## src/rtl/instr_cache_responder.sv

```systemverilog
// Stalling instruction-memory responder with a direct-mapped, one-word-per-line cache.
// Optional hit/miss statistics counters are enabled by defining ICACHE_STATS_EN.
module instr_cache_responder #(
   parameter int INDEX_BITS = 4
) (
   input  logic        clk,
   input  logic        rst,
   input  logic [15:0] Addr,
   input  logic [15:0] DataIn,
   input  logic        Rd,
   input  logic        Wr,
   input  logic        createdump,
   output logic [15:0] DataOut,
   output logic        Stall,
   output logic        Done,
   output logic        CacheHit,
   output logic        err,
   output logic [15:0] mem_addr,
   output logic        mem_rd,
   output logic        mem_wr,
   output logic [15:0] mem_wdata,
   input  logic [15:0] mem_rdata,
   input  logic        mem_ready
`ifdef ICACHE_STATS_EN
   ,
   output logic [15:0] hit_count,
   output logic [15:0] miss_count
`endif
);

   localparam int LINES = 1 << INDEX_BITS;
   localparam int TAG_W = 15 - INDEX_BITS;

   localparam logic [1:0] S_IDLE     = 2'd0;
   localparam logic [1:0] S_RD_MISS  = 2'd1;
   localparam logic [1:0] S_WR_THRU  = 2'd2;
   localparam logic [1:0] S_COMPLETE = 2'd3;

   logic [1:0]       state_q, state_d;
   logic [LINES-1:0] valid_q, valid_d;
   logic [TAG_W-1:0] tag_q  [LINES];
   logic [TAG_W-1:0] tag_d  [LINES];
   logic [15:0]      data_q [LINES];
   logic [15:0]      data_d [LINES];
   logic [15:0]      fill_q, fill_d;
   logic             rd_op_q, rd_op_d;

   logic [INDEX_BITS-1:0] idx_s;
   logic [TAG_W-1:0]      tag_s;
   logic                  illegal_s;
   logic                  line_hit_s;
   logic                  legal_rd_s;

   assign idx_s      = Addr[INDEX_BITS:1];
   assign tag_s      = Addr[15:INDEX_BITS+1];
   assign illegal_s  = (Rd | Wr) & (Addr[0] | (Rd & Wr));
   assign line_hit_s = valid_q[idx_s] & (tag_q[idx_s] == tag_s);
   assign legal_rd_s = (state_q == S_IDLE) & Rd & ~illegal_s;
   assign mem_addr   = {Addr[15:1], 1'b0};
   assign mem_wdata  = DataIn;

   // Next-state, cache update and fetch-side response decode.
   always_comb begin
      state_d  = state_q;
      valid_d  = valid_q;
      tag_d    = tag_q;
      data_d   = data_q;
      fill_d   = fill_q;
      rd_op_d  = rd_op_q;
      DataOut  = 16'h0000;
      Stall    = 1'b0;
      Done     = 1'b0;
      CacheHit = 1'b0;
      err      = 1'b0;
      mem_rd   = 1'b0;
      mem_wr   = 1'b0;
      case (state_q)
         S_IDLE: begin
            if (illegal_s) begin
               err = 1'b1;
            end else if (Rd) begin
               if (line_hit_s) begin
                  DataOut  = data_q[idx_s];
                  Done     = 1'b1;
                  CacheHit = 1'b1;
               end else begin
                  Stall   = 1'b1;
                  rd_op_d = 1'b1;
                  state_d = S_RD_MISS;
               end
            end else if (Wr) begin
               Stall   = 1'b1;
               rd_op_d = 1'b0;
               state_d = S_WR_THRU;
            end else if (createdump) begin
               valid_d = '0;
            end else begin
               state_d = S_IDLE;
            end
         end
         S_RD_MISS: begin
            mem_rd = 1'b1;
            Stall  = 1'b1;
            if (mem_ready) begin
               tag_d[idx_s]   = tag_s;
               data_d[idx_s]  = mem_rdata;
               valid_d[idx_s] = 1'b1;
               fill_d         = mem_rdata;
               state_d        = S_COMPLETE;
            end else begin
               state_d = S_RD_MISS;
            end
         end
         S_WR_THRU: begin
            mem_wr = 1'b1;
            Stall  = 1'b1;
            if (mem_ready) begin
               // Write-through without allocation: only a resident line is refreshed.
               if (line_hit_s) begin
                  data_d[idx_s] = DataIn;
               end else begin
                  data_d[idx_s] = data_q[idx_s];
               end
               state_d = S_COMPLETE;
            end else begin
               state_d = S_WR_THRU;
            end
         end
         S_COMPLETE: begin
            Done    = 1'b1;
            DataOut = rd_op_q ? fill_q : 16'h0000;
            state_d = S_IDLE;
         end
         default: begin
            state_d = S_IDLE;
         end
      endcase
   end

   // State, valid bits and line storage; reset wins over any pending fill.
   always_ff @(posedge clk) begin
      if (rst) begin
         state_q <= S_IDLE;
         valid_q <= '0;
         fill_q  <= 16'h0000;
         rd_op_q <= 1'b0;
      end else begin
         state_q <= state_d;
         valid_q <= valid_d;
         tag_q   <= tag_d;
         data_q  <= data_d;
         fill_q  <= fill_d;
         rd_op_q <= rd_op_d;
      end
   end

`ifdef ICACHE_STATS_EN
   logic [15:0] hit_count_q, hit_count_d;
   logic [15:0] miss_count_q, miss_count_d;

   // Saturating event counters; flush leaves them untouched.
   always_comb begin
      hit_count_d  = hit_count_q;
      miss_count_d = miss_count_q;
      if (legal_rd_s & line_hit_s & (hit_count_q != 16'hFFFF)) begin
         hit_count_d = hit_count_q + 16'd1;
      end else begin
         hit_count_d = hit_count_q;
      end
      if (legal_rd_s & ~line_hit_s & (miss_count_q != 16'hFFFF)) begin
         miss_count_d = miss_count_q + 16'd1;
      end else begin
         miss_count_d = miss_count_q;
      end
   end

   // Counter registers.
   always_ff @(posedge clk) begin
      if (rst) begin
         hit_count_q  <= 16'h0000;
         miss_count_q <= 16'h0000;
      end else begin
         hit_count_q  <= hit_count_d;
         miss_count_q <= miss_count_d;
      end
   end

   assign hit_count  = hit_count_q;
   assign miss_count = miss_count_q;
`endif

endmodule
```

## config.mk

```make
export PLATFORM = sky130hd
export DESIGN_NAME = instr_cache_responder
export DESIGN_NICKNAME = d
export VERILOG_FILES = /design/src/rtl/instr_cache_responder.sv
export SDC_FILE = /design/constraint.sdc
export NUM_CORES = 1
export LEC_CHECK = 0
export CAP_MARGIN = 40
export CORE_UTILIZATION = 65
export CTS_BUF_LIST = sky130_fd_sc_hd__clkbuf_8
export CTS_CLUSTER_DIAMETER = 30
export DETAILED_ROUTE_END_ITERATION = 8
export PLACE_DENSITY = 0.85
export SLEW_MARGIN = 20
export SYNTH_ARGS = -nofsm -noshare
export SYNTH_HDL_FRONTEND = slang
export SYNTH_SLANG_ARGS = --single-unit
```

## constraint.sdc

```tcl
create_clock -name clk -period 6.45 [get_ports clk]
set_input_delay 0.9675 -clock clk [delete_from_list [all_inputs] [get_ports clk]]
set_output_delay 0.9675 -clock clk [all_outputs]
set_load 0.05 [all_outputs]
```

After elaboration in Yosys (flattened, before gate mapping). Cells that the tools add are included.

Add/subtract/negate cells: 0. Multiply operators: 0. Divide/modulo/power cells: 0. $lt $le $gt $ge: 4. Equality and inequality tests: 13. Shift-type cells: 0. Muxes and demuxes: 58. Bitwise logic cells: 9. Reductions and logical operators: 13.

Operators by type and width (number): $bwmux W256 (3); $mux W256 (3); $pmux W256 S2 (1); $mux W16 (12); $bwmux W176 (1); $bmux W16 S4 (1); $demux W16 S4 (1); $pmux W16 S2 (2); $bmux W11 S4 (1); $demux W11 S4 (1); $mux W11 (3); $mux W1 (18); $or A16 B16 Y16 (1); $ne A2 B2 Y1 const B (7); $mux W2 (6); $eq A11 B11 Y1 (1); $pmux W2 S4 (1); $reduce_and A4 Y1 (2); $reduce_and A3 Y1 (2); $reduce_and A6 Y1 (1); $reduce_bool A2 Y1 (3); $ge A5 B5 Y1 const B (1); $lt A4 B5 Y1 const B (1); $lt A5 B1 Y1 const B (1); other kinds (16) (23).

Register bits: 467. Bits in latches: 0. Memory bits (writable): 0. Bits in read-only memories: 0. Input port bits: 54. Output and inout bits: 54. Word-level logic and storage cells: 133. Memories: 0.

Logic depth before layout (Yosys ltp). Gate-level depths: netlist of run 1.

Depth after elaboration: 10. Depth in mapped cells: 16. Mapped depth without buffers: 8.

Least setup slack after synthesis of run 1. OpenSTA, ideal clock, no wires.

Path kind: input to output. Start point: input port Addr[1]. End point: output port Done. Arrival time: 5.099 ns. Data required time: 5.483 ns. Setup slack: 0.383 ns. Stages: 12. Path buffers: 5. Cells stage by stage: buf_6 > buf_12 > buf_8 > mux4_2 > mux2i_1 > xnor2_1 > nor4b_1 > a31oi_1 > buf_2 > buf_2 > nor4_1 > o21ba_2.

Cells in the longest elaborated chain, start to end: 10. Elaborated cells between the ends (all ways): 12. Those cells by class: 1 x eq/ne; 9 x mux; 2 x bitwise.

RTL lines: start, declared (RTL line 8) `input logic [15:0] Addr,`; $not A4 Y5 (implied by the code) (RTL line 57) `assign line_hit_s = valid_q[idx_s] & (tag_q[idx_s] == tag_s);`; $bmux W11 S4 (RTL line 57); $mux W11 (implied by the code) (2 in a row) (RTL line 57); $eq A11 B11 Y1 (RTL line 57); $and A1 B1 Y1 (*) (RTL line 57); $mux W1 (*) (RTL line 82) `if (line_hit_s) begin`; $mux W1 (*) (RTL line 81) `end else if (Rd) begin`; $mux W1 (*) (RTL line 79) `if (illegal_s) begin`; $pmux W1 S2 (*) (RTL line 77) `case (state_q)`; end, declared (RTL line 15) `output logic Done,`.

Every way passes the cells marked *; elsewhere a longest branch is shown, timed or not. The select of a mux whose other input is x is not followed.

Final worst setup path of run 1.
Start point: input port Addr[1]. End point: output port DataOut[0].

Cells in the longest elaborated chain, start to end: 10. Elaborated cells between the ends (all ways): 15. Those cells by class: 1 x eq/ne; 12 x mux; 2 x bitwise.

RTL lines: $not A4 Y5 (implied by the code) (RTL line 57, 83); $bmux W11 S4 (RTL line 57); $mux W11 (implied by the code) (2 in a row) (RTL line 57); $eq A11 B11 Y1 (RTL line 57); $and A1 B1 Y1 (RTL line 57); $mux W16 (*) (RTL line 82); $mux W16 (*) (RTL line 81); $mux W16 (*) (RTL line 79); $pmux W16 S2 (*) (RTL line 77); end, declared (RTL line 13) `output logic [15:0] DataOut,`.

Marked as above.

==> summary.txt, run 1 <==
Synth
  – #FFs+latches synth: 467
  – Post-synth top cells: edfxtp_1, and3_1, mux4_2, nor2_1, clkbuf_1
  – Sequential share of the synthesized area: 64.10%
  – Synth top area cells: edfxtp_1, mux4_2, and3_1, dfxtp_1, mux2i_1
  – Cell area after synthesis: 21330 um2
  – Syn avg cell area: 15.55 um2
  – Synth area leader: edfxtp_1
  – Synth unique cells: 58
  – Synthesized instance count: 1372
  – Synth Flop Type: edfxtp_1
  – Post-synth EDFFs: 432
  – Top-count cell post-synth: edfxtp_1
  – FFs w/ async S/R, synth: 0%
  – Synth warn: 0
  – Synth top area share: 60.82%
  – Syn_nets: 1430

Timing
  – Hold_ws: 0.4544 ns
  – Worst setup margin: 0.4905 ns
  – Rel. slew slack: 43.71%
  – Final setup violation count: 0
  – Fmax: 167.8 MHz
  – RSZ-0062 raised after global routing: false
  – Worst-margin pin slew: 0.8417 ns
  – Clock Skew: 0.05069 ns
  – Setup TNS: 0 ns
  – Min Tclk post-route: 5.960 ns
  – Endpoints failing hold: 0
  – Fin. max-slew vios: 0
  – Period utilization: 92.40%

Outcome
  – Status: completed

Pwr
  – Power per Cell Area: 282.0 nW/um2
  – Leakage: 9.237 nW
  – Worst vdd ir: 0.3087 mV

Floorplanning
  – IO Pins: 108
  – Initial Util: 66.91%
  – Die Wd: 183.2 um
  – FP Rows: 65
  – Core box area: 31880 um2
  – Die height: 183.2 um
  – Die area: 33540 um2

Route
  – Remaining DRCs: 0
  – Post-Route WL: 58500 um
  – Wire per inst: 29.28 um
  – Initial DRT Pass Iterations: 6
  – Routed Antenna Nets: 0
  – Number of DRC markers in iteration 0: 1913
  – Vias per cell: 6.962
  – Via count: 13910

Worst setup path
  – Reg2Reg Capture Point: data_q[106]
  – Startpoint type of the worst setup path: primary input
  – Reg2reg start: tag_q[14]
  – Worst R2R Setup Slack: 2.62 ns
  – Worst EP arrival: 4.99 ns
  – R2R cell count: 9
  – Critical Path RT: 5.48 ns
  – Worst Setup End Kind: primary output
  – Worst-path fanout max: 49
  – Setup CP Type: primary input to primary output

Layout
  – Layout Nets: 1553
  – Area Overhead vs Synth: 16.23%
  – Fin area: 24790 um2
  – Layout cell share with drive strength beyond 1: 26.06%
  – Reg area: 13670 um2
  – Fillers: 1691
  – Multi-input gate area: 6937 um2

Clock network
  – Clock latency on the worst-skew pair: 0.67 ns
  – Max Root-Sink Buffers: 3
  – Post-CTS setup buffers: 0
  – CTS Buf Count: 85
  – CTS tree: yes
  – Sink Count: 467
  – Hold buffers post-CTS: 0
  – CTS root buffer: clkbuf_8
  – Clock slew at reported path FFs: 0.06 ns
  – H-tree levels: 3
  – Cts repair resizes: 0

Hold path
  – HP Start: fill_q[15]
  – Hold Crit Endpoint: fill_q[15]
  – WHS Path Cells: 2
  – Hold Crit Class: flop to flop

GRT
  – Gr usage total: 35.59%
  – Initial antenna violation count: 0
  – Grt ovf: 0
  – Largest net degree at the start of global routing: 50
  – Vias in the first global route: 14084
  – First-pass GRT wire length: 85620 um

Placed design
  – RePlAce Congestion: 0.8758
  – Pre-CTS setup slack: 0.6427 ns
  – Port-buffer cells: 106
  – HPWL Detailed: 35580 um
  – Placed Area: 23060 um2

Run
  – Max-cap violations: 0
==> worst max-delay path, stage by stage <==
cell	delay, ns
clkbuf_8	0.45
buf_4	0.36
nand2_1	0.25
o22ai_1	0.36
o31ai_1	0.15
nor4_2	0.57
o21bai_4	0.13
nor3_2	0.53
nor3b_4	0.71
a22o_1	0.30
buf_12	0.15
==> worst max-delay path by stage <==
stage | depth (start not counted) | start | slack [ns] | endpoint
after global routing | 11 | Addr[1] | 0.33 | DataOut[0]
final | 11 | Addr[1] | 0.49 | DataOut[0]
after CTS | 11 | Addr[1] | 0.59 | DataOut[0]
after detailed placement | 10 | Addr[1] | 0.64 | DataOut[0]
after global placement | 10 | Addr[1] | 0.73 | DataOut[9]
after floorplan | 12 | Addr[1] | 0.38 | Done
==> stage by stage <==
step	utilization (%)	instances	power, mW
floorplan	-	1372	3.926
global placement	71.67	1828	4.148
detailed placement	72.32	1843	4.178
CTS	77.76	1997	6.985
global route	77.76	1997	7.172
finish	77.77	1998	6.991
==> state kept, by name, summed over array words and instances, names as in the netlist <==
| name | cells |
|---|---|
| tag_q | 176 |
| data_q | 256 |
| valid_q | 16 |
| fill_q | 16 |
| rd_op_q | 1 |
| state_q | 2 |
==> per-layer routing <==
layer	up-vias	track usage, %	share of wire [%]	routed length (um)
met3	294	9.869	14	8443
met4	0	19.83	5.8	3401
met1	6731	45.11	33	19040
met5	-	0	0	0
li1	5651	-	-	-
met2	1234	56.08	47	27620
==> placed cells by master (no fill, tap or decap), types with 9 or more instances in the layout <==
cell             instances
a21oi_1                 38
a22o_1                  21
and3_1                 258
buf_12                  19
buf_4                   60
buf_8                   10
clkbuf_8                88
clkdlybuf4s50_1         83
clkinv_1                 9
clkinv_2                11
dfxtp_1                 35
edfxtp_1               432
inv_1                   34
mux2i_1                 30
mux4_2                 113
nand2_1                 58
nand3_1                 12
nand3_2                 11
nor2_1                  42
nor2_2                  22
o31ai_2                 10
or2_2                   17
or4b_1                  15
xnor2_1                  9
==> logic make-up (layout without fill, tap and decap cells) <==
logic type      Yosys count  count (layout)  share of synthesized area [%]
simple gates            479             479                          13.13
other cells               1               2                        0.01758
fa+ha+maj                 4               4                         0.2346
xor+xnor                 13              13                         0.5338
buf+inv                 149             339                          4.112
mux                     153             153                          14.29
flops                   467             467                          64.10
compound gates          106             106                          3.584
==> power breakdown <==
group          internal, mW  leakage (nW)  switching, mW
sequential             3.32          4.21         0.0123
clock                  1.59         0.976           1.25
combinational         0.274          4.06          0.534
==> area by class of cell <==
cell class / instances / area share, %
tap: 435 / 2.195
multi-input combinational: 756 / 27.98
inverter: 7 / 0.1060
timing repair buffer: 178 / 7.565
clock buffer: 87 / 4.830
clock inverter: 67 / 2.165
antenna: 1 / 0.01009
sequential: 467 / 55.15
No activity file was read; power rests on OpenSTA's default activity.
==> inputs of run 2 (changes only) <==
- RECOVER_POWER: default -> 50
- SKIP_CTS_REPAIR_TIMING: default -> 1
==> run 2 against run 1 <==
  * Design area is 0.43% lower
  * Final cell count hardly changed
  * Die area stayed put
  * Largest cell class unchanged
  * Global-route usage stayed put
  * Sequential share of layout area is 0.24 points higher
  * Register-to-register slack hardly changed
  * The run now ends with capacitance limit, slew limit left
  * Non-clock buffer count stayed put
  * Setup slack worse by 0.0053 ns
  * Core utilization is 0.33 points lower
  * Routed wire length is 0.47% lower
==> summary.txt, run 2 (same netlist as run 1, synthesis figures left out) <==
Worst setup path
  – Critical Path RT: 5.48 ns (about the same)
  – Setup CP Type: primary input to primary output (unchanged)
  – CP top delay family: simple AND/OR/NAND/NOR gates (unchanged)
  – CP max stage cell: nor3b_4 (unchanged)
  – Worst Setup End Kind: primary output (unchanged)
  – Startpoint type of the worst setup path: primary input (unchanged)
  – R2R cell count: 9 (unchanged)
  – Worst R2R Setup Slack: 2.62 ns (about the same)
  – Critical Path Max Stage Delay: 0.72 ns (was 0.71 ns)
  – Critical-path cell list: clkbuf_8 -> buf_4 -> nand2_1 -> o22ai_1 -> o31ai_1 -> nor4_2 -> o21bai_4 -> nor3_2 -> nor3b_4 -> a22o_1 -> buf_12 (unchanged)
  – Crit. path cell count: 11 (unchanged)
  – Worst-path fanout max: 49 (unchanged)
  – Worst EP arrival: 5.00 ns (was 4.99 ns)
  – Worst path bufs/invs: 3 (unchanged)

Clock network
  – CTS Buf Count: 85 (unchanged)
  – H-tree levels: 3 (unchanged)
  – Clock latency on the worst-skew pair: 0.66 ns (was 0.67 ns)
  – Clock slew at reported path FFs: 0.06 ns (about the same)
  – CTS tree: yes (unchanged)
  – Max Root-Sink Buffers: 3 (unchanged)
  – Sink Count: 467 (unchanged)
  – CTS root buffer: clkbuf_8 (unchanged)

Route
  – Routed Antenna Nets: 0 (unchanged)
  – Wire per inst: 29.13 um (was 29.28 um)
  – Remaining DRCs: 0 (unchanged)
  – Via count: 13852 (was 13910)
  – Vias per cell: 6.929 (was 6.962)
  – Initial DRT Pass Iterations: 8 (was 6)
  – Post-Route WL: 58220 um (was 58500 um)
  – Number of DRC markers in iteration 0: 2039 (was 1913)

Timing
  – Min Tclk post-route: 5.965 ns (was 5.960 ns)
  – Final setup violation count: 0 (unchanged)
  – Fmax: 167.6 MHz (was 167.8 MHz)
  – Worst-margin pin slew: 1.610 ns (was 0.8417 ns)
  – Setup TNS: 0 ns (unchanged)
  – RSZ-0062 raised after global routing: false (unchanged)
  – Rel. slew slack: -7.301% (was 43.71%)
  – Endpoints failing hold: 0 (unchanged)
  – Hold_ws: 0.4555 ns (was 0.4544 ns)
  – Fin. max-slew vios: 68 (was 0)
  – Period utilization: 92.48% (was 92.40%)
  – Clock Skew: 0.04050 ns (was 0.05069 ns)

Layout
  – Reg area: 13670 um2 (unchanged)
  – Regs by FF count: data_q x256, tag_q x176 (unchanged)
  – Layout Nets: 1553 (unchanged)
  – Most frequent cells in the layout: edfxtp_1, and3_1, mux4_2 (unchanged)
  – Most common cell after layout, fill and taps aside: edfxtp_1 (unchanged)
  – Multi-input gate area: 6922 um2 (was 6937 um2)
  – Largest reg by FF count: data_q (unchanged)
  – Area Overhead vs Synth: 15.73% (was 16.23%)
  – Max reg flops: 256 (unchanged)
  – Fillers: 1735 (was 1691)
  – Layout cell share with drive strength beyond 1: 24.07% (was 26.06%)

Floorplanning
  – Die area: 33540 um2 (unchanged)
  – Die height: 183.2 um (unchanged)
  – FP Rows: 65 (unchanged)
  – Initial Util: 66.91% (unchanged)
  – Core box area: 31880 um2 (unchanged)
  – IO Pins: 108 (unchanged)
  – Die Wd: 183.2 um (unchanged)

Outcome
  – Status: finished, violations left (was completed)
  – Failing checks: capacitance limit, slew limit

Placed design
  – RePlAce Congestion: 0.8758 (unchanged)
  – Port-buffer cells: 106 (unchanged)
  – HPWL Detailed: 35580 um (unchanged)

GRT
  – Gr usage total: 35.59% (unchanged)
  – Grt ovf: 0 (unchanged)
  – Largest net degree at the start of global routing: 50 (unchanged)
  – First-pass GRT wire length: 85620 um (unchanged)
  – Vias in the first global route: 14084 (unchanged)
  – Initial antenna violation count: 0 (unchanged)

Hold path
  – WHS Path Cells: 2 (unchanged)
  – Hold Crit Class: flop to flop (unchanged)

Pwr
  – Leakage: 9.141 nW (was 9.237 nW)
  – Worst vdd ir: 0.3089 mV (was 0.3087 mV)
  – Power per Cell Area: 283.0 nW/um2 (was 282.0 nW/um2)

Run
  – Max-cap violations: 6 (was 0)
-- run 2: final timing paths --
| kind | startpoint | end |
|---|---|---|
| max reg2reg | tag_q[14] | data_q[251] |
| min reg2reg | fill_q[15] | fill_q[15] |
| min | fill_q[15] | fill_q[15] |
| max | Addr[1] | DataOut[0] |
-- run 2: tightest hold or removal path, delay by kind of cell (launching register included) --
kind | cells | cell delay, ns
compound gates | 1 | 0.05
flops | 1 | 0.31
simple gates | 1 | 0.05
-- run 2: area by class of cell --
type	instances	share of cell area, %
Sequential cell	467	55.39
Multi-Input combinational cell	756	28.04
Timing Repair Buffer	178	7.217
Clock buffer	87	4.850
Tap cell	435	2.205
Clock inverter	67	2.174
Inverter	7	0.1064
Antenna cell	2	0.02027
-- run 2: routing by layer --
| metal | GRT usage, % | routed length, um | up-vias |
|---|---|---|---|
| li1 | - | - | 5665 |
| met1 | 45.11 | 19450 | 6714 |
| met2 | 56.08 | 27730 | 1195 |
| met3 | 9.869 | 8030 | 278 |
| met4 | 19.83 | 3011 | 0 |
| met5 | 0 | 0 | - |
-- run 2: through the flow --
stage | util, % | std cells | cell area (um2) | power [mW] | setup slack (ns)
2_1_floorplan | - | 1372 | 21330 | 3.926 | 0.3833
3_3_place_gp | 71.67 | 1828 | 22850 | 4.148 | 0.7294
3_5_place_dp | 72.32 | 1843 | 23060 | 4.178 | 0.6427
4_1_cts | 77.76 | 1997 | 24790 | 6.985 | 0.5925
5_1_grt | 77.42 | 1997 | 24680 | 7.166 | 0.3338
6_report | 77.43 | 1999 | 24690 | 6.986 | 0.4851
-- run 2: where the power goes --
group	switching [mW]	internal, mW
clock network	1.25	1.59
logic	0.533	0.269
registers	0.0121	3.32
